--- src/rtl/control_sequencer.sv ---
// control_sequencer
//    Top-level control FSM of the audio sampler. Converts debounced key and
//    switch levels into one-cycle start/stop commands for the record, play,
//    mix and (optionally) pitch engines. Resolves the chunk selection to an
//    SDRAM base address or a mix mask, tracks the active engine's done
//    handshake and recovers from engines that never finish via a watchdog.
//
//    Build option: define CONTROL_PITCH_EN to enable the PITCH state, KEY[3]
//    and the pitch ports. Without it PITCH is unreachable and o_pitch_* are 0.
//
// Ports
//    i_clk, i_rst_n        clock, asynchronous active-low reset
//    i_key[3:0]            REC, PLAY, STOP, PITCH key levels (active high)
//    i_chunk_sel           one bit per sample chunk
//    i_mix_req             mix request level
//    i_pitch_mode/speed    pitch settings, latched on PITCH entry
//    i_*_done              engine completion pulses
//    o_mode                0 IDLE, 1 REC, 2 PLAY, 3 MIX, 4 PITCH
//    o_*_start, o_*_stop   one-cycle engine commands
//    o_addr                base address of the selected chunk
//    o_mix_mask, o_mix_num chunks in the mix and their count
//    o_pitch_mode/speed    latched pitch settings
//    o_err                 one-cycle error pulse (bad selection or timeout)
module control_sequencer #(
   parameter int                NUM_CHUNKS     = 5,
   parameter int                ADDR_W         = 23,
   parameter logic [ADDR_W-1:0] CHUNK_WORDS    = 23'h100000,
   parameter logic [31:0]       TIMEOUT_CYCLES = 32'd500_000_000
) (
   input  logic                              i_clk,
   input  logic                              i_rst_n,
   input  logic [3:0]                        i_key,
   input  logic [NUM_CHUNKS-1:0]             i_chunk_sel,
   input  logic                              i_mix_req,
   input  logic                              i_pitch_mode,
   input  logic [3:0]                        i_pitch_speed,
   input  logic                              i_rec_done,
   input  logic                              i_play_done,
   input  logic                              i_mix_done,
   input  logic                              i_pitch_done,
   output logic [2:0]                        o_mode,
   output logic                              o_rec_start,
   output logic                              o_play_start,
   output logic                              o_mix_start,
   output logic                              o_pitch_start,
   output logic                              o_rec_stop,
   output logic                              o_play_stop,
   output logic                              o_mix_stop,
   output logic                              o_pitch_stop,
   output logic [ADDR_W-1:0]                 o_addr,
   output logic [NUM_CHUNKS-1:0]             o_mix_mask,
   output logic [$clog2(NUM_CHUNKS+1)-1:0]   o_mix_num,
   output logic                              o_pitch_mode,
   output logic [3:0]                        o_pitch_speed,
   output logic                              o_err
);

   localparam int CNT_W = $clog2(NUM_CHUNKS+1);

   localparam logic [2:0] S_IDLE  = 3'd0;
   localparam logic [2:0] S_REC   = 3'd1;
   localparam logic [2:0] S_PLAY  = 3'd2;
   localparam logic [2:0] S_MIX   = 3'd3;
   localparam logic [2:0] S_PITCH = 3'd4;

   logic [2:0]            state_reg;
   logic                  armed_reg;
   logic [3:0]            key_q_reg;
   logic [3:0]            key_rise_reg;
   logic                  mix_q_reg;
   logic                  mix_rise_reg;
   logic                  done_reg;
   logic                  stop_issued_reg;
   logic [31:0]           wd_cnt_reg;
   logic [3:0]            start_reg;     // {pitch, mix, play, rec}
   logic [3:0]            stop_reg;
   logic                  err_reg;
   logic [ADDR_W-1:0]     addr_reg;
   logic [NUM_CHUNKS-1:0] mask_reg;
   logic [CNT_W-1:0]      num_reg;

   logic [ADDR_W-1:0]     base_tab [NUM_CHUNKS];
   logic [ADDR_W-1:0]     sel_base;
   logic [CNT_W-1:0]      sel_count;
   logic                  sel_onehot;
   logic                  sel_any;
   logic                  pitch_rise;
   logic                  pitch_done_in;
   logic [3:0]            eng_bit;
   logic                  eng_done;
   logic                  timeout_hit;
   logic [2:0]            enter_state;
   logic [3:0]            enter_bit;
   logic                  enter_err;

   // Chunk base addresses, truncated to the address width.
   genvar gi;
   generate
      for (gi = 0; gi < NUM_CHUNKS; gi++) begin : g_base
         assign base_tab[gi] = ADDR_W'(gi) * CHUNK_WORDS;
      end
   endgenerate

   // The OR-mux is only meaningful for one-hot selections, which is the only
   // case in which sel_base is latched.
   always_comb begin
      sel_base  = '0;
      sel_count = '0;
      for (int k = 0; k < NUM_CHUNKS; k++) begin
         if (i_chunk_sel[k]) begin
            sel_base = sel_base | base_tab[k];
         end
         sel_count = sel_count + CNT_W'(i_chunk_sel[k]);
      end
   end

   assign sel_onehot = (sel_count == CNT_W'(1));
   assign sel_any    = |i_chunk_sel;

   // Engine owned by the current state; only its done is honoured.
   always_comb begin
      eng_bit = 4'b0000;
      case (state_reg)
         S_REC:   eng_bit = 4'b0001;
         S_PLAY:  eng_bit = 4'b0010;
         S_MIX:   eng_bit = 4'b0100;
         S_PITCH: eng_bit = 4'b1000;
         default: eng_bit = 4'b0000;
      endcase
   end

   assign eng_done    = |(eng_bit & {pitch_done_in, i_mix_done, i_play_done, i_rec_done});
   assign timeout_hit = (TIMEOUT_CYCLES != 32'd0) && (wd_cnt_reg == TIMEOUT_CYCLES - 32'd1);

   // IDLE entry decision with fixed priority REC > PLAY > MIX > PITCH.
   always_comb begin
      enter_state = S_IDLE;
      enter_bit   = 4'b0000;
      enter_err   = 1'b0;
      if (state_reg == S_IDLE) begin
         if (key_rise_reg[0]) begin
            if (sel_onehot) begin
               enter_state = S_REC;
               enter_bit   = 4'b0001;
            end else begin
               enter_err = 1'b1;
            end
         end else if (key_rise_reg[1]) begin
            if (sel_onehot) begin
               enter_state = S_PLAY;
               enter_bit   = 4'b0010;
            end else begin
               enter_err = 1'b1;
            end
         end else if (mix_rise_reg) begin
            if (sel_any) begin
               enter_state = S_MIX;
               enter_bit   = 4'b0100;
            end else begin
               enter_err = 1'b1;
            end
         end else if (pitch_rise) begin
            if (sel_onehot) begin
               enter_state = S_PITCH;
               enter_bit   = 4'b1000;
            end else begin
               enter_err = 1'b1;
            end
         end
      end
   end

   always_ff @(posedge i_clk or negedge i_rst_n) begin
      if (!i_rst_n) begin
         state_reg       <= S_IDLE;
         armed_reg       <= 1'b0;
         key_q_reg       <= 4'b0000;
         key_rise_reg    <= 4'b0000;
         mix_q_reg       <= 1'b0;
         mix_rise_reg    <= 1'b0;
         done_reg        <= 1'b0;
         stop_issued_reg <= 1'b0;
         wd_cnt_reg      <= 32'd0;
         start_reg       <= 4'b0000;
         stop_reg        <= 4'b0000;
         err_reg         <= 1'b0;
         addr_reg        <= '0;
         mask_reg        <= '0;
         num_reg         <= '0;
      end else begin
         // Edge detection is suppressed for the first cycle after reset so
         // that keys held through reset are taken as the reference level.
         armed_reg    <= 1'b1;
         key_q_reg    <= i_key;
         mix_q_reg    <= i_mix_req;
         key_rise_reg <= armed_reg ? (i_key & ~key_q_reg) : 4'b0000;
         mix_rise_reg <= armed_reg & i_mix_req & ~mix_q_reg;
         // eng_done is zero in IDLE, so a done seen on the entry edge is dropped.
         done_reg     <= eng_done;
         start_reg    <= 4'b0000;
         stop_reg     <= 4'b0000;
         err_reg      <= enter_err;

         if (state_reg == S_IDLE) begin
            stop_issued_reg <= 1'b0;
            wd_cnt_reg      <= 32'd0;
            if (enter_state != S_IDLE) begin
               state_reg <= enter_state;
               start_reg <= enter_bit;
               if (enter_state == S_MIX) begin
                  mask_reg <= i_chunk_sel;
                  num_reg  <= sel_count;
               end else begin
                  addr_reg <= sel_base;
               end
            end
         end else if (done_reg) begin
            // Done beats a coincident STOP edge and the watchdog.
            state_reg <= S_IDLE;
         end else if (timeout_hit) begin
            state_reg <= S_IDLE;
            stop_reg  <= eng_bit;
            err_reg   <= 1'b1;
         end else begin
            wd_cnt_reg <= wd_cnt_reg + 32'd1;
            if (key_rise_reg[2] && !stop_issued_reg) begin
               stop_reg        <= eng_bit;
               stop_issued_reg <= 1'b1;
            end
         end
      end
   end

   assign o_mode       = state_reg;
   assign o_rec_start  = start_reg[0];
   assign o_play_start = start_reg[1];
   assign o_mix_start  = start_reg[2];
   assign o_rec_stop   = stop_reg[0];
   assign o_play_stop  = stop_reg[1];
   assign o_mix_stop   = stop_reg[2];
   assign o_addr       = addr_reg;
   assign o_mix_mask   = mask_reg;
   assign o_mix_num    = num_reg;
   assign o_err        = err_reg;

`ifdef CONTROL_PITCH_EN
   logic       pitch_mode_reg;
   logic [3:0] pitch_speed_reg;

   assign pitch_rise    = key_rise_reg[3];
   assign pitch_done_in = i_pitch_done;

   always_ff @(posedge i_clk or negedge i_rst_n) begin
      if (!i_rst_n) begin
         pitch_mode_reg  <= 1'b0;
         pitch_speed_reg <= 4'd0;
      end else if (enter_state == S_PITCH) begin
         pitch_mode_reg  <= i_pitch_mode;
         pitch_speed_reg <= i_pitch_speed;
      end
   end

   assign o_pitch_start = start_reg[3];
   assign o_pitch_stop  = stop_reg[3];
   assign o_pitch_mode  = pitch_mode_reg;
   assign o_pitch_speed = pitch_speed_reg;
`else
   logic pitch_unused;

   assign pitch_rise    = 1'b0;
   assign pitch_done_in = 1'b0;
   // Pitch inputs and bookkeeping bits have no function in this build.
   assign pitch_unused  = ^{key_rise_reg[3], start_reg[3], stop_reg[3],
                            i_pitch_mode, i_pitch_speed, i_pitch_done};

   assign o_pitch_start = 1'b0;
   assign o_pitch_stop  = 1'b0;
   assign o_pitch_mode  = 1'b0;
   assign o_pitch_speed = 4'd0;
`endif

endmodule

--- config.mk ---
export PLATFORM = sky130hd
export DESIGN_NAME = control_sequencer
export DESIGN_NICKNAME = d
export VERILOG_FILES = /design/src/rtl/control_sequencer.sv
export SDC_FILE = /design/constraint.sdc
export NUM_CORES = 1
export LEC_CHECK = 0
export ABC_AREA = 1
export CORE_MARGIN = 1
export CORE_UTILIZATION = 25
export DETAILED_ROUTE_END_ITERATION = 6
export PLACE_DENSITY = 0.53
export SLEW_MARGIN = 20
export SYNTH_ARGS = -nofsm -noshare
export SYNTH_HDL_FRONTEND = slang
export SYNTH_SLANG_ARGS = --single-unit
--- constraint.sdc ---
create_clock -name i_clk -period 4.04 [get_ports i_clk]
set_input_delay 0.606 -clock i_clk [delete_from_list [all_inputs] [get_ports i_clk]]
set_output_delay 0.606 -clock i_clk [all_outputs]
set_load 0.01 [all_outputs]
Word level (Yosys, flattened, before mapping). Cells that the tools add are included.

Logic and storage cells: 95. Bits in registers: 84.

Bitwise gates (word level): 7. Reduce and logical (&&, ||, !) cells: 13. Eq/ne operators: 10. Mux-type cells: 45. Add/sub/neg operators: 5.

Operators with widths (number): 2-to-1 mux 32 bit (3); 2-to-1 mux 3 bit (19); 2-to-1 mux 22 bit (2); adder 32 x 1 -> 32 bit, second input constant (1); equality test 32 x 29 -> 1 bit, second input constant (1); 2-to-1 mux 23 bit (1); 2-to-1 mux 21 bit (1); case mux 4 bit (4 select lines) (1); 2-to-1 mux 1 bit (15); equality test 3 x 2 -> 1 bit, second input constant (3); AND reduction 3 bit (3); adder 3 x 1 -> 3 bit (2); equality test 3 x 1 -> 1 bit, second input constant (2); 2-to-1 mux 2 bit (3); inequality test 2 x 1 -> 1 bit, second input constant (3); nonzero test 3 bit (2); OR reduction 5 bit (1); AND 4 x 3 -> 4 bit (1); AND reduction 2 bit (2); OR reduction 4 bit (1); adder 2 x 1 -> 3 bit (1); AND 3 bit (1); equality test 3 bit, second input constant (1); zero test 3 bit (1); 7 further kinds (9).

Logic depth before layout (Yosys ltp). Gate-level depths: netlist of run 1.

Depth after elaboration: 12. Mapped depth: 13. Mapped depth without buffers: 13.

Worst setup path before layout of run 1. No wires, ideal clock.

Path type: input -> register. Start point: input i_chunk_sel[0]. End point: register state_reg[0] (netlist: o_mode[0]). Required time: 3.922 ns. Path slack: 1.432 ns. Cell stages on the path: 13. Arrival: 2.490 ns. Path through: fa_1 -> inv_1 -> fa_1 -> inv_1 -> ha_1 -> nor3_1 -> nand2_1 -> inv_1 -> nand2_1 -> nand2_1 -> nor2_1 -> nand3_1 -> nand2_1.

Longest elaborated chain between the ends: 12. Elaborated cells on any way between the ends: 18.

Ends and longest elaborated chain: from (decl) (line 33) `input logic [NUM_CHUNKS-1:0] i_chunk_sel,`; adder 1 x 1 -> 2 bit * (line 113) `sel_count = sel_count + CNT_W'(i_chunk_sel[k]);`; adder 2 x 1 -> 3 bit * (line 113); adder 3 x 1 -> 3 bit * (2 in series) (line 113); net sel_count[1] (line 84) `logic [CNT_W-1:0] sel_count;`; equality test 3 x 1 -> 1 bit * (line 117) `assign sel_onehot = (sel_count == CNT_W'(1));`; 2-to-1 mux 2 bit (line 149) `if (sel_onehot) begin`; 2-to-1 mux 3 bit (line 148) `end else if (key_rise_reg[1]) begin`; 2-to-1 mux 3 bit * (line 141) `if (key_rise_reg[0]) begin`; 2-to-1 mux 3 bit * (line 140) `if (state_reg == S_IDLE) begin`; nonzero test 3 bit (line 207) `if (enter_state != S_IDLE) begin`; inequality test 2 x 1 -> 1 bit (no source line); AND reduction 2 bit (no source line); to (signal assigned) (line 208) `state_reg <= enter_state;`; to (decl) (line 66) `logic [2:0] state_reg;`.

The timed path passes the listed nets; every way through them passes the cells marked *. The select of a mux whose other input is x is not followed. A chain may end at the register's enable or synchronous reset.

Worst setup path in the final report of run 1.
Start point: input i_chunk_sel[0]. End point: register state_reg[1] (netlist: o_mode[1]).

The elaborated chain is that of the path after synthesis.

==> run_results.csv, run 1 <==
group,metric,value,unit
worst_hold_path,hold_class,"reg2reg",
logic_synthesis,ys_types,32,
routing,drc_errors,0,
sta,worst_pin_slew,0.905,ns
routing,ant_nets,0,
cts,path_clk_slew,0.06,ns
pwr,power_frac_seq,37.8,%
layout,regArea,0.00158,mm²
logic_synthesis,yosys_register_bits,63,
grt,grt_use_total,12.3,%
run,maxCapViolations,0,
worst_setup_path,cp_data_required_time,4.26,ns
sta,tns,0,ns
layout,multiInputGateArea,0.00183,mm²
layout,drive_above_1_share,6.37,%
pwr,power_density,474,mW/mm²
die,die_y,125,µm
sta,setup_viol,0,
cts,cts_tree,"built",
pwr,power,2.11,mW
layout,layout.nets,586,
layout,fillCellCount,1572,
sta,maxSlewViolCount,0,
grt,grt_pass1_vias,3249,
pwr,p_int,1.42,mW
die,core-area,0.0146,mm²
placement,hpwl,6.71,mm
placement,portBuffers,33,
logic_synthesis,synth_top_area_cell,"dfrtp_1",
grt,grt_max_degree,52,
pwr,vdd_drop_max,0.270,mV
cts,cts_resized,0,
die,rows,44,
logic_synthesis,ys_seq_area_share,41.9,%
logic_synthesis,syn-mean-instance-area,7.16,µm²
layout,largest_reg_flops,32,
sta,whs,0.393,ns
die,die_x,125,µm
routing,avgViaCountPerCell,4.35,
layout,synthToLayoutAreaGrowth,18.5,%
cts,clk_latency,0.34,ns
sta,finalHoldViolations,0,
worst_setup_path,cp.arrival,3.19,ns
cts,numCtsBuffers,9,
logic_synthesis,yosys_warnings,0,
sta,period_minus_slack,2.97,ns
routing,dr.pass1.iters,4,
routing,drtIter0Drc,176,
cts,cts_root_buffer,"clkbuf_16",
cts,htree_levels,3,
sta,clock_skew,0.00852,ns
grt,grt_pass1_wl,15.4,mm
cts,post-cts-setup-buffers,0,
sta,rsz0062_at_grt,"no",
layout,most-common-layout-cells,"178 x nand2_1, 74 x nor2_1, 63 x dfrtp_1",
placement,gp_congestion,0.851,
pwr,p_clk_share,37.0,%
sta,fmax,336,MHz
logic_synthesis,ys_top_cells_by_area,"dfrtp_1 42%, nand2_1 18%, nor2_1 7.4%",
worst_setup_path,critPathMaxFanout,3,
cts,clkSinkCount,63,
pwr,p_switching,693,µW
worst_setup_path,crit_type,"in2reg",
placement,place_area,0.00416,mm²
logic_synthesis,synth_top_area_share,41.9,%
layout,antenna-diode-count,0,
pwr,comb_power_share,25.3,%
routing,routed_wirelength,9.02,mm
pwr,power_leakage,1.98,nW
die,fp.dieArea,0.0155,mm²
layout,utilization,30.5,%
grt,antenna_found_initial,0,
layout,final_common_cell,"nand2_1",
cts,clock_path_buffers,2,
sta,min_period_over_period,73.6,%
routing,avgRoutedWirePerCell,12.0,µm
logic_synthesis,syn_inst,525,
routing,num_vias,3255,
worst_setup_path,critPathLaunchType,"input pin",
grt,gr-total-overflow,0,
sta,relSlewSlack,39.7,%
worst_setup_path,endpoint_kind,"flop",
die,ios,69,
run_status,outcome,"completed",
cts,cts_hold_buf,0,
die,initial_core_util,25.8,%
pwr,p_sw_share,32.8,%
layout,final_cell_area,0.00446,mm²
logic_synthesis,synth_area,0.00376,mm²
==> Yosys cell counts <==
master,number
a211oi_1,3
a21oi_1,1
buf_2,2
buf_4,34
buf_6,1
clkbuf_1,2
conb_1,2
dfrtp_1,63
fa_1,2
ha_1,3
inv_1,44
inv_2,1
nand2_1,178
nand2_2,4
nand2_4,2
nand3_1,49
nand3_2,1
nand4_1,2
nor2_1,74
nor2_2,2
nor2_4,2
nor2_8,1
nor3_1,3
nor3b_1,1
o2111ai_1,1
o21ai_0,13
o21ai_1,22
o21ai_2,1
o31ai_1,1
or2_2,3
xnor2_1,1
xor2_1,6
==> worst paths after layout <==
path / start / endpoint / slack, ns / cells past startpoint
min in group asynchronous: i_rst_n / wd_cnt_reg[5] / 0.41 / 1
max reg2reg: o_mode[0] / wd_cnt_reg[22] / 1.80 / 6
min: key_q_reg[1] / key_rise_reg[1] / 0.39 / 1
max in group asynchronous: i_rst_n / wd_cnt_reg[13] / 2.78 / 2
max: i_chunk_sel[0] / o_mode[1] / 1.07 / 14
min reg2reg: key_q_reg[1] / key_rise_reg[1] / 0.39 / 1
==> routing by layer <==
layer / vias up / wire length (µm) / global-route usage, %
li1: 1659 / - / -
met3: 2 / 528 / 3.87
met5: - / 0 / 0
met4: 0 / 19 / 3.12
met2: 73 / 4140 / 20.2
met1: 1521 / 4340 / 15.5
==> critical path, cell delays in order <==
cell             delay [ns]
clkdlybuf4s50_1        0.45
fa_1                   0.55
inv_1                  0.05
fa_1                   0.35
inv_1                  0.06
ha_1                   0.23
nor3_1                 0.35
nand2_1                0.12
inv_1                  0.07
nand2_1                0.06
nand2_1                0.08
nor2_1                 0.07
nand3_1                0.08
nand2_1                0.05
==> power groups by stage <==
stage / clock [mW] / sequential (mW) / combinational [mW]
final: 0.781 / 0.799 / 0.534
after global routing: 0.826 / 0.812 / 0.595
after CTS: 0.795 / 0.799 / 0.540
after detailed placement: 0 / 0.804 / 0.537
after global placement: 0 / 0.805 / 0.532
after floorplan: 0 / 0.823 / 0.303
==> cell families (layout without fill, tap and decap cells) <==
family          after synthesis  after routing  synth area share, %
flops                        63             63                 41.9
xor+xnor                      7              7                 1.63
simple gates                322            322                 36.1
compound gates               42             42                 6.05
fa+ha+maj                     5              5                 2.06
other cells                   2             29                0.200
buf+inv                      84             97                 12.0
==> cell type report <==
class	instances	share of cell area (%)
clock inverter	5	1.29
inverter	45	3.79
clock buffer	11	5.45
tap	184	5.17
timing repair buffer	36	7.80
multi-input combinational	405	41.1
sequential	63	35.4
==> stage by stage <==
step / worst slack (ns) / instances
after floorplan: 1.43 / 552
after global placement: 0.775 / 733
after detailed placement: 0.707 / 733
after CTS: 1.07 / 749
after global routing: 0.747 / 749
final: 1.07 / 749
No activity file was read; power rests on OpenSTA's default activity.
==> run 2: changes to the inputs <==
--- a/config.mk
+++ b/config.mk
@@ -9,7 +9,7 @@
 export CORE_MARGIN = 1
 export CORE_UTILIZATION = 25
 export DETAILED_ROUTE_END_ITERATION = 6
-export PLACE_DENSITY = 0.53
+export PLACE_DENSITY = 0.55
 export SLEW_MARGIN = 20
 export SYNTH_ARGS = -nofsm -noshare
 export SYNTH_HDL_FRONTEND = slang
==> constraint.sdc (replaced) <==
create_clock -name i_clk -period 2.4 [get_ports i_clk]
set_input_delay 0.36 -clock i_clk [delete_from_list [all_inputs] [get_ports i_clk]]
set_output_delay 0.36 -clock i_clk [all_outputs]
set_load 0.01 [all_outputs]
==> run 2 against run 1 <==
Effect of this change:
- global-route usage shrank 0.19 points
- design area up 2.0%
- total power grew 65%
- die area stayed put
- hold slack worse by 0.19 ns
- clock skew shrank 0.0029 ns
- flip-flop and latch count is the same
- count of clock-buffer cells in the layout is the same
- first-iteration DRC count is 15% lower
- register-to-register slack got worse by 1.4 ns
- critical path type unchanged
- largest power group unchanged
- highest routed layer unchanged
==> run_results.csv, run 2 (synthesis results as in run 1) <==
group,metric,value,unit
die,rows,44,
layout,most-common-layout-cells,"177 x nand2_1, 73 x nor2_1, 63 x dfrtp_1",
sta,clock_skew,0.00559,ns
cts,htree_levels,3,
sta,worst_pin_slew,0.825,ns
routing,drtIter0Drc,150,
cts,clock_path_buffers,2,
layout,largest_reg_flops,32,
worst_setup_path,critPathMaxFanout,6,
die,fp.dieArea,0.0155,mm²
placement,place_area,0.00425,mm²
grt,grt_use_total,12.1,%
worst_setup_path,crit_type,"in2reg",
cts,clkSinkCount,63,
run_status,outcome,"completed",
pwr,power_density,768,mW/mm²
cts,clk_latency,0.33,ns
grt,gr-total-overflow,0,
sta,period_minus_slack,2.25,ns
cts,cts_tree,"built",
routing,avgRoutedWirePerCell,11.8,µm
grt,antenna_found_initial,0,
pwr,vdd_drop_max,0.529,mV
die,die_x,125,µm
placement,place_ws,-0.539,ns
worst_setup_path,critPathLaunchType,"input pin",
sta,fmax,444,MHz
cts,numCtsBuffers,9,
layout,fillCellCount,1568,
sta,min_period_over_period,93.9,%
worst_setup_path,cp.arrival,2.45,ns
sta,layout_setup_ws,0.146,ns
worst_setup_path,r2r_cells,9,
sta,maxSlewViolCount,0,
routing,dr.pass1.iters,4,
grt,grt_pass1_wl,15.1,mm
placement,portBuffers,33,
die,die_y,125,µm
layout,antenna-diode-count,0,
worst_setup_path,cp_data_required_time,2.59,ns
routing,routed_wirelength,8.95,mm
die,core-area,0.0146,mm²
grt,grt_pass1_vias,3106,
routing,num_vias,3261,
cts,path_clk_slew,0.06,ns
cts,post-cts-setup-buffers,0,
grt,grt_max_degree,64,
layout,synthToLayoutAreaGrowth,20.8,%
sta,rsz0062_at_grt,"no",
layout,drive_above_1_share,9.36,%
layout,layout.nets,598,
routing,avgViaCountPerCell,4.29,
cts,cts_hold_buf,0,
die,initial_core_util,25.8,%
die,ios,69,
layout,final_cell_area,0.00454,mm²
worst_setup_path,endpoint_kind,"flop",
sta,setup_viol,0,
run,maxCapViolations,0,
pwr,power,3.49,mW
routing,drc_errors,0,
sta,finalHoldViolations,0,
placement,gp_congestion,0.903,
sta,relSlewSlack,45.0,%
worst_hold_path,hold_class,"in2async",
worst_setup_path,r2r_start,"wd_cnt_reg[0]",
pwr,power_leakage,2.03,nW
cts,cts_root_buffer,"clkbuf_16",
layout,final_common_cell,"nand2_1",
worst_setup_path,r2r_end,"wd_cnt_reg[22]",
worst_setup_path,rrSetupSlack,0.37,ns
routing,ant_nets,0,
placement,hpwl,6.60,mm
## run 2: area by class of cell
class | instances | area (µm²) | share of cell area (%)
Timing Repair Buffer | 48 | 434 | 9.55
Multi-Input combinational cell | 405 | 1860 | 40.9
Clock buffer | 11 | 243 | 5.34
Inverter | 45 | 169 | 3.72
Sequential cell | 63 | 1580 | 34.7
Clock inverter | 5 | 33.8 | 0.743
Tap cell | 184 | 230 | 5.07
## run 2: what timing repair did
| action | 4_1_cts | 5_1_grt |
|---|---|---|
| resized for setup | 3 | 6 |
| pin swaps | 1 | 0 |
| endpoints found under the setup margin | 8 | 5 |
## run 2: stage by stage
step | hold WS, ns | instances | TNS, ns | utilization [%]
after floorplan | 0.0644 | 552 | 0 | -
final | 0.207 | 761 | 0 | 31.1
after global placement | 0.380 | 745 | -3.52 | 29.1
after global routing | 0.303 | 761 | 0 | 31.1
after CTS | 0.252 | 761 | 0 | 31.0
after detailed placement | 0.380 | 745 | -3.84 | 29.1
## run 2: report_power, final
group	leakage, nW	internal, mW	switching (mW)
sequential	0.844	1.21	0.136
clock	0.132	0.724	0.479
combinational	1.06	0.382	0.555
total	2.03	2.32	1.17
## run 2: worst max path at each step
| stage | cells past startpoint | start | slack [ns] | endpoint |
|---|---|---|---|---|
| after floorplan | 13 | i_chunk_sel[0] | 0.04 | o_mode[0] |
| after global placement | 15 | i_chunk_sel[0] | -0.51 | o_mode[1] |
| after detailed placement | 15 | i_chunk_sel[0] | -0.54 | o_mode[0] |
| after CTS | 15 | i_chunk_sel[0] | 0.05 | o_mode[0] |
| after global routing | 15 | i_chunk_sel[0] | 0.01 | o_mode[1] |
| final | 11 | i_chunk_sel[0] | 0.15 | o_addr[21] |
## run 2: routing by layer
metal | up-vias | GRT usage, % | routed length (µm)
met5 | - | 0 | 0
met4 | 0 | 3.61 | 121
met3 | 11 | 3.87 | 531
met2 | 80 | 18.8 | 4000
met1 | 1492 | 16.0 | 4300
li1 | 1678 | - | -
## run 2: worst max-delay path, stage by stage
cell and delay, ns:
dlygate4sd2_1 0.26, fa_1 0.53, inv_1 0.05, fa_2 0.33, inv_2 0.07, ha_4 0.19, nor3_2 0.09, buf_4 0.14
o2111ai_1 0.22, nand2_1 0.11, o21ai_0 0.09
